<file path="src/rtl/cpu_pkg.sv">
// Shared CPU definitions: widths, PC sequencer states and ALU opcodes.
// Used by the decoder, the ALU and pc_unit so they agree on encodings.
package cpu_pkg;

    localparam int PC_W   = 10;
    localparam int LUT_AW = 4;

    typedef enum logic [1:0] {
        IDLE = 2'b00,
        RUN  = 2'b01,
        HALT = 2'b10
    } pc_state_t;

    localparam logic [2:0] ALU_ADD = 3'b000;
    localparam logic [2:0] ALU_BEQ = 3'b001;
    localparam logic [2:0] ALU_SUB = 3'b010;
    localparam logic [2:0] ALU_AND = 3'b011;
    localparam logic [2:0] ALU_OR  = 3'b100;
    localparam logic [2:0] ALU_XOR = 3'b101;
    localparam logic [2:0] ALU_SHL = 3'b110;
    localparam logic [2:0] ALU_SHR = 3'b111;

    localparam logic [7:0] BEQ_EQUAL = 8'h00;

    function automatic logic beq_taken(input logic       is_br,
                                       input logic [7:0] res);
        return is_br && (res == BEQ_EQUAL);
    endfunction

endpackage

</file>
<file path="src/rtl/branch_lut.sv">
// Branch-target table: register array, async read, sync write.
// Every entry clears on asynchronous reset.
module branch_lut
    import cpu_pkg::*;
#(
    parameter int AW = LUT_AW,
    parameter int DW = PC_W
) (
    input  logic          clk,
    input  logic          rst_n,
    input  logic          we_i,
    input  logic [AW-1:0] waddr_i,
    input  logic [DW-1:0] wdata_i,
    input  logic [AW-1:0] raddr_i,
    output logic [DW-1:0] rdata_o
);

    localparam int DEPTH = 1 << AW;

    logic [DW-1:0] mem_q [DEPTH];

    always_ff @(posedge clk or negedge rst_n) begin
        if (!rst_n) begin
            for (int i = 0; i < DEPTH; i++) begin
                mem_q[i] <= '0;
            end
        end else if (we_i) begin
            mem_q[waddr_i] <= wdata_i;
        end
    end

    assign rdata_o = mem_q[raddr_i];

endmodule

</file>
<file path="src/rtl/pc_unit.sv">
// Program counter and IDLE/RUN/HALT sequencer with LUT branch targets.
// PCU_REL_BRANCH_EN: taken branches add the signed LUT entry to pc.
module pc_unit
    import cpu_pkg::*;
#(
    parameter int PC_W   = cpu_pkg::PC_W,
    parameter int LUT_AW = cpu_pkg::LUT_AW
) (
    input  logic              clk,
    input  logic              rst_n,
    input  logic              start,
    input  logic              stall,
    input  logic              is_branch,
    input  logic [7:0]        alu_result,
    input  logic [LUT_AW-1:0] lut_idx,
    input  logic              halt_req,
    input  logic              lut_we,
    input  logic [LUT_AW-1:0] lut_waddr,
    input  logic [PC_W-1:0]   lut_wdata,
    output logic [PC_W-1:0]   pc,
    output logic              running,
    output logic              done
);

    pc_state_t       state_q, state_d;
    logic [PC_W-1:0] pc_q, pc_d;
    logic            running_q, running_d;
    logic            done_q, done_d;
    logic [PC_W-1:0] lut_rdata;
    logic [PC_W-1:0] pc_inc;
    logic [PC_W-1:0] br_target;
    logic            lut_wr_en;

    assign lut_wr_en = lut_we && (state_q == IDLE);

    branch_lut #(
        .AW (LUT_AW),
        .DW (PC_W)
    ) u_lut (
        .clk     (clk),
        .rst_n   (rst_n),
        .we_i    (lut_wr_en),
        .waddr_i (lut_waddr),
        .wdata_i (lut_wdata),
        .raddr_i (lut_idx),
        .rdata_o (lut_rdata)
    );

    assign pc_inc = pc_q + PC_W'(1);

`ifdef PCU_REL_BRANCH_EN
    // Two's-complement add wraps naturally at PC_W bits
    assign br_target = pc_q + lut_rdata;
`else
    assign br_target = lut_rdata;
`endif

    always_comb begin
        state_d = state_q;
        pc_d    = pc_q;
        done_d  = 1'b0;
        unique case (state_q)
            IDLE: begin
                pc_d = '0;
                if (start) begin
                    state_d = RUN;
                end
            end
            RUN: begin
                if (stall) begin
                    pc_d = pc_q;
                end else if (halt_req) begin
                    state_d = HALT;
                    done_d  = 1'b1;
                end else if (beq_taken(is_branch, alu_result)) begin
                    pc_d = br_target;
                end else begin
                    pc_d = pc_inc;
                end
            end
            HALT: begin
                if (start) begin
                    state_d = RUN;
                    pc_d    = '0;
                end
            end
            default: begin
                state_d = IDLE;
                pc_d    = '0;
            end
        endcase
        running_d = (state_d == RUN);
    end

    always_ff @(posedge clk or negedge rst_n) begin
        if (!rst_n) begin
            state_q   <= IDLE;
            pc_q      <= '0;
            running_q <= 1'b0;
            done_q    <= 1'b0;
        end else begin
            state_q   <= state_d;
            pc_q      <= pc_d;
            running_q <= running_d;
            done_q    <= done_d;
        end
    end

    assign pc      = pc_q;
    assign running = running_q;
    assign done    = done_q;

endmodule
</file>
<file path="config.mk">
export PLATFORM = sky130hd
export DESIGN_NAME = pc_unit
export DESIGN_NICKNAME = d
export VERILOG_FILES = /design/src/rtl/cpu_pkg.sv /design/src/rtl/branch_lut.sv /design/src/rtl/pc_unit.sv
export SDC_FILE = /design/constraint.sdc
export NUM_CORES = 1
export LEC_CHECK = 0
export ABC_AREA = 1
export CAP_MARGIN = 20
export CORE_MARGIN = 2
export CORE_UTILIZATION = 35
export DETAILED_ROUTE_END_ITERATION = 10
export PLACE_DENSITY = 0.48
export SYNTH_ARGS = -nofsm -noshare
export SYNTH_HDL_FRONTEND = slang
export SYNTH_SLANG_ARGS = --single-unit
</file>
<file path="constraint.sdc">
create_clock -name clk -period 1.7 [get_ports clk]
set_clock_uncertainty 0.05 [all_clocks]
set_input_delay 0.34 -clock clk [delete_from_list [all_inputs] [get_ports clk]]
set_output_delay 0.34 -clock clk [all_outputs]
set_load 0.01 [all_outputs]
</file>
Word level (Yosys, flattened, before mapping)
Cells that the tools add are included.
{"block": "totals", "inputBits": 33, "out_inout_bits": 12, "wordCells": 57, "register_bits": 174}
{"block": "op_classes", "n_lt_le_gt_ge": 3, "n_bitwise": 2, "reduce_logical": 7, "n_addsub": 1, "n_mux": 18, "eq_ne": 6}
{"operator": "$bwmux 160", "n": 1}
{"operator": "$mux 10", "n": 7}
{"operator": "$bmux 10 s4", "n": 1}
{"operator": "$demux 10 s4", "n": 1}
{"operator": "$pmux 10 s2", "n": 1}
{"operator": "$add 10x1->10 const B", "n": 1}
{"operator": "$ge 5x5->1 const B", "n": 2}
{"operator": "$not 4->5", "n": 2}
{"operator": "$logic_not 8->1", "n": 1}
{"operator": "$mux 2", "n": 3}
{"operator": "$ne 2x2->1 const B", "n": 3}
{"operator": "$lt 5x1->1 const B", "n": 1}
{"operator": "$eq 2x1->1 const B", "n": 2}
{"operator": "$pmux 2 s2", "n": 1}
{"operator": "$logic_and 1x1->1", "n": 3}
{"operator": "$mux 1", "n": 3}
{"operator": "$reduce_and 3->1", "n": 1}
{"operator": "$eq 2x2->1 const B", "n": 1}
{"operator": "$logic_not 2->1", "n": 1}
{"operator": "$reduce_or 2->1", "n": 1}

Longest topological paths before layout
Gate-level depths: netlist of the first run.
{"block": "depth", "ltp_word": 8, "depth_mapped": 13, "ltp_nobuf": 11}

By module
From an unflattened synthesis of the first run, not the netlist that was laid out.
{"block": "unflattened", "cells_unflattened": 1199, "hier_area_um2": 8758.4}
{"module": "branch_lut", "cells_per_inst": 1047, "instances": 1, "area_each_um2": 7798.7}
{"module": "pc_unit", "cells_per_inst": 152, "instances": 1, "area_each_um2": 959.7}

Least setup slack after synthesis of the first run
Ideal clock, no wire load.
{"block": "synth_path", "path_type": "flip-flop to flip-flop", "from": "register pc_q[0] (netlist: pc[0])", "to": "register pc_q[8] (netlist: pc[8])", "setup_ns": 0.065, "path_slack_ns": 0.206, "stages_incl_launch_ff": 10, "arrival_time_ns": 1.379, "cell_sequence": "dfrtp_1 ha_1 nand2_1 nor3_1 nand2_1 a21oi_1 o21ai_0 nand2_1 nand2_1 nand2_1"}
{"block": "synth_between", "elab_chain_len": 5}
{"element": "start, declared", "line_no": "pc_unit.sv:26", "source": "logic [PC_W-1:0] pc_q, pc_d;"}
{"element": "start signal, assigned", "line_no": "pc_unit.sv:103", "source": "pc_q <= pc_d;"}
{"element": "$add 10x1->10", "line_no": "pc_unit.sv:49", "source": "assign pc_inc = pc_q + PC_W'(1);"}
{"element": "$mux 10", "line_no": "pc_unit.sv:75", "source": "end else if (beq_taken(is_branch, alu_result)) begin"}
{"element": "$mux 10", "line_no": "pc_unit.sv:72", "source": "end else if (halt_req) begin"}
{"element": "$mux 10", "line_no": "pc_unit.sv:70", "source": "if (stall) begin"}
{"element": "$pmux 10 s2", "line_no": "pc_unit.sv:62", "source": "unique case (state_q)"}
No other way between the ends. The select of a mux whose other input is x is not followed.
A chain may end at the register's enable or synchronous reset.

Worst setup path after layout of the first run
{"block": "layout_path", "from": "register pc_q[0] (netlist: pc[0])", "to": "output port pc[0]"}
{"element": "end, declared", "line_no": "pc_unit.sv:20", "source": "output logic [PC_W-1:0] pc,"}
No word-level cell between the ends.

==> results of run 1 <==
==> cell usage in the layout, fill, tap and decap left out, types with 3 or more instances in the layout <==
cell type,synthesis,routed
clkinvlp_4,0,3
nand3_1,81,81
a21oi_1,7,7
xor2_1,3,3
nand4_1,6,6
o21ai_0,203,203
buf_12,0,20
inv_1,61,61
o21ai_1,10,10
clkbuf_16,0,17
dfrtp_1,174,173
o211ai_1,18,18
buf_4,4,60
clkdlybuf4s50_1,0,29
dlygate4sd2_1,0,11
nand2_1,297,297
inv_6,0,4
nor2_1,98,98
==> timing repair <==
action / in CTS / in global routing
pin swaps: 0 / 1
hold endpoints to repair: 23 / 0
endpoints found under the setup margin: 11 / 18
buffers inserted: 3 / 1
hold buffers: 1 / 0
gates resized for setup: 12 / 9
==> through the flow <==
stage	TNS, ns	cells	utilization	setup WS [ns]
after floorplan	0	1053	-	0.206
after global placement	-37.23	1420	0.412	-0.298
after detailed placement	-35.54	1420	0.412	-0.256
after CTS	0	1456	0.438	0.0133
after global routing	-0.0172	1457	0.440	-0.0107
final	0	1457	0.440	0.0507
==> worst max path at each step <==
stage	slack [ns]	depth (start not counted)	to
2_1_floorplan	0.21	9	pc[8]$_DFFE_PN0P_
6_report	0.05	2	pc[0]
4_1_cts	0.01	1	running
3_3_place_gp	-0.30	9	u_lut.mem_q[51]$_DFFE_PN0P_
5_1_grt	-0.01	2	pc[0]
3_5_place_dp	-0.26	8	u_lut.mem_q[91]$_DFFE_PN0P_
==> logic make-up (layout without fill, tap and decap cells) <==
kind of cell,Yosys count,after routing,share of synthesized area
DFF,174,174,0.529
AOI/OAI and AO/OA,242,242,0.153
adders and majority gates,1,1,0.00152
xor gates and xnor gates,4,4,0.00425
buffers and inverters,139,224,0.0682
and+or+nand+nor,493,493,0.244
==> routing by layer <==
metal  routed length, um  global-route usage  vias to the layer above
li1                    -                   -                     3557
met1               11900               0.294                     3380
met2               10700               0.315                       99
met3                 783              0.0374                       10
met4                 121              0.0377                        0
met5                   0                   0                        -
==> cell type report <==
type / instances / area (um^2)
fill: 2420 / 13000
multi-input combinational: 740 / 3340
clock buffer: 18 / 429
sequential: 174 / 4360
inverter: 65 / 244
clock inverter: 14 / 156
timing repair buffer: 127 / 1310
tap: 319 / 399
==> report_power, final <==
| group | internal (mW) | switching (mW) |
|---|---|---|
| sequential | 5.78 | 0.848 |
| clock | 2.19 | 1.77 |
| combinational | 1.37 | 1.74 |
==> sequential cells by signal (all words and copies together), names as in the netlist <==
signal,cells
state_q,2
pc,10
running,1
done,1
u_lut.mem_q,160
==> run summary, run 1 <==
Critical R2R Launch -> state_q[0]$_DFF_PN0_
DP HPWL -> 15,700 um
Antenna Nets Post-Route -> 0
Net count, final -> 1,159
Initial Util -> 0.354
area grow syn2layout -> 24.2%
Final setup viols -> 0
delay-heaviest family, CP -> buffers and inverters
GR Overflow Total -> 0
Slew Viols, Final -> 0
YS warnings -> 0
Mapped Nets -> 1,087
CP Launch Point -> pc[0]$_DFFE_PN0P_
Vias/cell -> 4.84
r2r setup slk -> 0.09 ns
Tcrit/Tclk final -> 0.970
share of cells above drive strength 1 -> 0.112
Power Density -> 1340 nW/um^2
FF+latch count, synth -> 174
Design Power -> 13.7 mW
max cap viols -> 0
H-tree depth -> 4
ANT cells -> 0
final period demand of the worst path -> 1.65 ns
Reg2Reg Depth -> 7
register area share after synthesis -> 0.529
die outline height -> 157 um
Min-Delay Path Class -> in -> async
fmax -> 606 MHz
Yosys top cell by area -> dfrtp_1
Synth area leaders -> dfrtp_1 (53%), nand2_1 (14%), o21ai_0 (12%)
R2R Path End -> u_lut.mem_q[6]$_DFFE_PN0P_
worst slew pin tran -> 0.571 ns
Mapped Cells -> 1,053
Critical Path Fanout Max -> 4
Final Cell Area -> 10,200 um^2
Inserted Clock Buffers -> 17
io pins -> 45
largest net degree at the start of global routing -> 52
Data arrival, critical path -> 1.26 ns
Max VDD drop -> 0.510 mV
vias in the first global route -> 6,870
CP required -> 1.31 ns
fraction of registers with async set/reset -> 1.00
GPL Wtd Cong -> 0.774
DRC viols -> 0
clk buf depth -> 2
Yosys top cell area share -> 0.529
first-pass GRT wire length -> 38,200 um
Core Rows -> 56
initial antenna violation count -> 0
total wire length -> 23,500 um
critical path class -> reg -> out
Crit. End Element -> primary output
first-iteration detailed-routing DRC count -> 511
die area -> 24,800 um^2
WL/cell -> 16.1 um
Critical Path Source Type -> register
via count -> 7,046
Avg Cell Area, Syn -> 7.82 um^2
CP Buf/Inv Count -> 2
clk slew on worst S/H paths -> 0.08 ns
worst-skew pair later-pin latency -> 0.44 ns
status -> completed
Slowest-stage cell, CP -> dfrtp_1
root buf cell -> clkbuf_16
most frequent cell after synthesis -> nand2_1
Num Clock Sinks -> 174
Hold Vio Cnt, Final -> 0
Slew headroom -> 0.619
dpl cell area -> 9590 um^2
GR Util All Layers -> 0.201
I/O Buffers -> 44
core box area -> 23,300 um^2
critical path's largest stage delay -> 0.40 ns
number of synthesized flops with an enable pin -> 0
post-synth cell types -> 30
Chip Width -> 157 um
CTS tree -> yes
leakage power -> 4.86 nW
most common flop cell mapped by yosys -> dfrtp_1
Synth top cells by count -> nand2_1 (297), o21ai_0 (203), dfrtp_1 (174)
Initial DRT Pass Iterations -> 4
cell area after synthesis -> 8240 um^2
worst hold margin -> 0.296 ns
crit-path cells -> buf_4, dlygate4sd2_1
Note: power is estimated with default switching activity, not from simulation.
==> run 2: changes to the inputs <==
Settings changed: CORE_UTILIZATION 35 to 51, PLACE_DENSITY 0.48 to 0.67.
==> run summary, run 2 (synthesis results as in run 1) <==
Reg2Reg Depth -> 7
CP required -> 1.31 ns
Design Power -> 13.7 mW
total wire length -> 21,400 um
crit-path cells -> dlygate4sd2_1
Min-Delay Path Class -> in -> async
fmax -> 626 MHz
worst-skew pair later-pin latency -> 0.43 ns
Net count, final -> 1,143
RSZ-0062 raised after global routing -> false
vias in the first global route -> 6,893
WL/cell -> 16.0 um
Largest Register -> u_lut.mem_q
worst slew pin tran -> 0.398 ns
commonest non-fill, non-tap cells in the layout -> nand2_1 (297), o21ai_0 (203), dfrtp_1 (173)
Chip Width -> 131 um
Slowest-stage cell, CP -> dfrtp_1
CP Launch Point -> pc[1]$_DFFE_PN0P_
root buf cell -> clkbuf_16
Critical Path Fanout Max -> 4
R2R Path End -> u_lut.mem_q[0]$_DFFE_PN0P_
Final Util -> 0.633
M1 wire length -> 10,200 um
Critical R2R Launch -> state_q[0]$_DFF_PN0_
Num Clock Sinks -> 174
setup TNS -> 0 ns
Hold Vio Cnt, Final -> 0
FF/Latch Area -> 4360 um^2
max cap viols -> 0
CTS tree -> yes
met2 WL post-DR -> 9970 um
Power Density -> 1370 nW/um^2
Initial DRT Pass Iterations -> 5
Vias/cell -> 5.42
GR Util All Layers -> 0.268
largest net degree at the start of global routing -> 51
initial antenna violation count -> 0
Top Layer Used -> met4
Data arrival, critical path -> 1.21 ns
ANT cells -> 0
WL met3 -> 1020 um
Inserted Clock Buffers -> 17
final period demand of the worst path -> 1.60 ns
Final setup viols -> 0
first-pass GRT wire length -> 35,500 um
Tcrit/Tclk final -> 0.939
DRC viols -> 0
commonest non-fill, non-tap cell in the layout -> nand2_1
delay-heaviest family, CP -> flip-flops
critical path class -> reg -> out
multi-input logic area -> 3350 um^2
r2r setup slk -> 0.16 ns
max reg flops -> 160
GPL Wtd Cong -> 0.850
Slew Viols, Final -> 0
Critical Path Source Type -> register
via count -> 7,249
critical path's largest stage delay -> 0.45 ns
I/O Buffers -> 44
Max VDD drop -> 0.871 mV
area grow syn2layout -> 21.6%
io pins -> 45
Antenna Nets Post-Route -> 0
H-tree depth -> 4
share of cells above drive strength 1 -> 0.0989
Crit. End Element -> primary output
clk slew on worst S/H paths -> 0.07 ns
fill cell count -> 1,400
clk buf depth -> 2
GR Overflow Total -> 0
Slew headroom -> 0.735
die area -> 17,200 um^2
Core Rows -> 46
status -> completed
first-iteration detailed-routing DRC count -> 767
die outline height -> 131 um
CP Buf/Inv Count -> 1
leakage power -> 4.79 nW
DP HPWL -> 14,200 um
core box area -> 15,800 um^2
Initial Util -> 0.520
==> run 2: changes by cell type in the layout (fill, tap and decap cells not counted), sizes merged <==
cell	previous run	this run
inv	68	66
clkbuf	18	21
clkinv	6	4
buf	85	69
clkinvlp	3	4
==> run 2: layout make-up <==
type	instances	area share
Clock buffer	21	0.0470
Clock inverter	11	0.0131
Inverter	65	0.0247
Multi-Input combinational cell	740	0.334
Sequential cell	174	0.435
Tap cell	216	0.0270
Timing Repair Buffer	111	0.119
==> run 2: what timing repair did <==
| item | CTS | global route |
|---|---|---|
| hold endpoints to repair | 33 | 0 |
| pin swaps | 0 | 0 |
| hold buffers | 1 | 0 |
| gates cloned | 0 | 0 |
| endpoints found under the setup margin | 11 | 9 |
| resized for setup | 12 | 8 |
| buffers inserted | 5 | 0 |
==> run 2: how the worst max path moves through the flow <==
stage | to | cells after the start | slack (ns)
floorplan | pc[8]$_DFFE_PN0P_ | 9 | 0.21
finish | pc[1] | 1 | 0.10
global route | pc[9]$_DFFE_PN0P_ | 8 | 0.01
global placement | pc[9]$_DFFE_PN0P_ | 8 | -0.25
CTS | done | 1 | 0.01
detailed placement | pc[9]$_DFFE_PN0P_ | 8 | -0.28
==> run 2: worst reg2reg max path, cell delays in order, from the launching register on <==
cell,delay [ns]
dfrtp_1,0.40
inv_2,0.08
nand2_2,0.06
nor2_4,0.13
or3b_1,0.35
buf_4,0.20
nand2_1,0.07
o21ai_1,0.07
==> run 2: routing by layer <==
layer	up-vias	global-route usage
li1	3535	-
met1	3495	0.392
met2	202	0.423
met3	17	0.0418
met4	0	0.0657
met5	-	0
==> run 2: per-stage QoR <==
stage                     setup WS [ns]  cells  hold WS [ns]  area [um^2]
after global routing             0.0140   1338         0.356        10000
after floorplan                   0.206   1053      -0.00559         8240
after CTS                        0.0140   1338         0.344         9980
after detailed placement         -0.283   1300         0.232         9340
final                             0.104   1338         0.340        10000
after global placement           -0.251   1300         0.229         9340
==> run 2: power breakdown <==
| group | switching, mW | leakage (nW) | internal (mW) |
|---|---|---|---|
| registers | 0.897 | 2.28 | 5.78 |
| clock network | 1.68 | 0.287 | 2.30 |
| logic | 1.75 | 2.23 | 1.33 |
| total | 4.33 | 4.79 | 9.41 |
==> run 3: changes to the inputs <==
Settings changed: HOLD_SLACK_MARGIN from default to 0.03.
==> results of run 3 <==
Same layout as run 2: the final DEF is identical, and so are final timing and power.
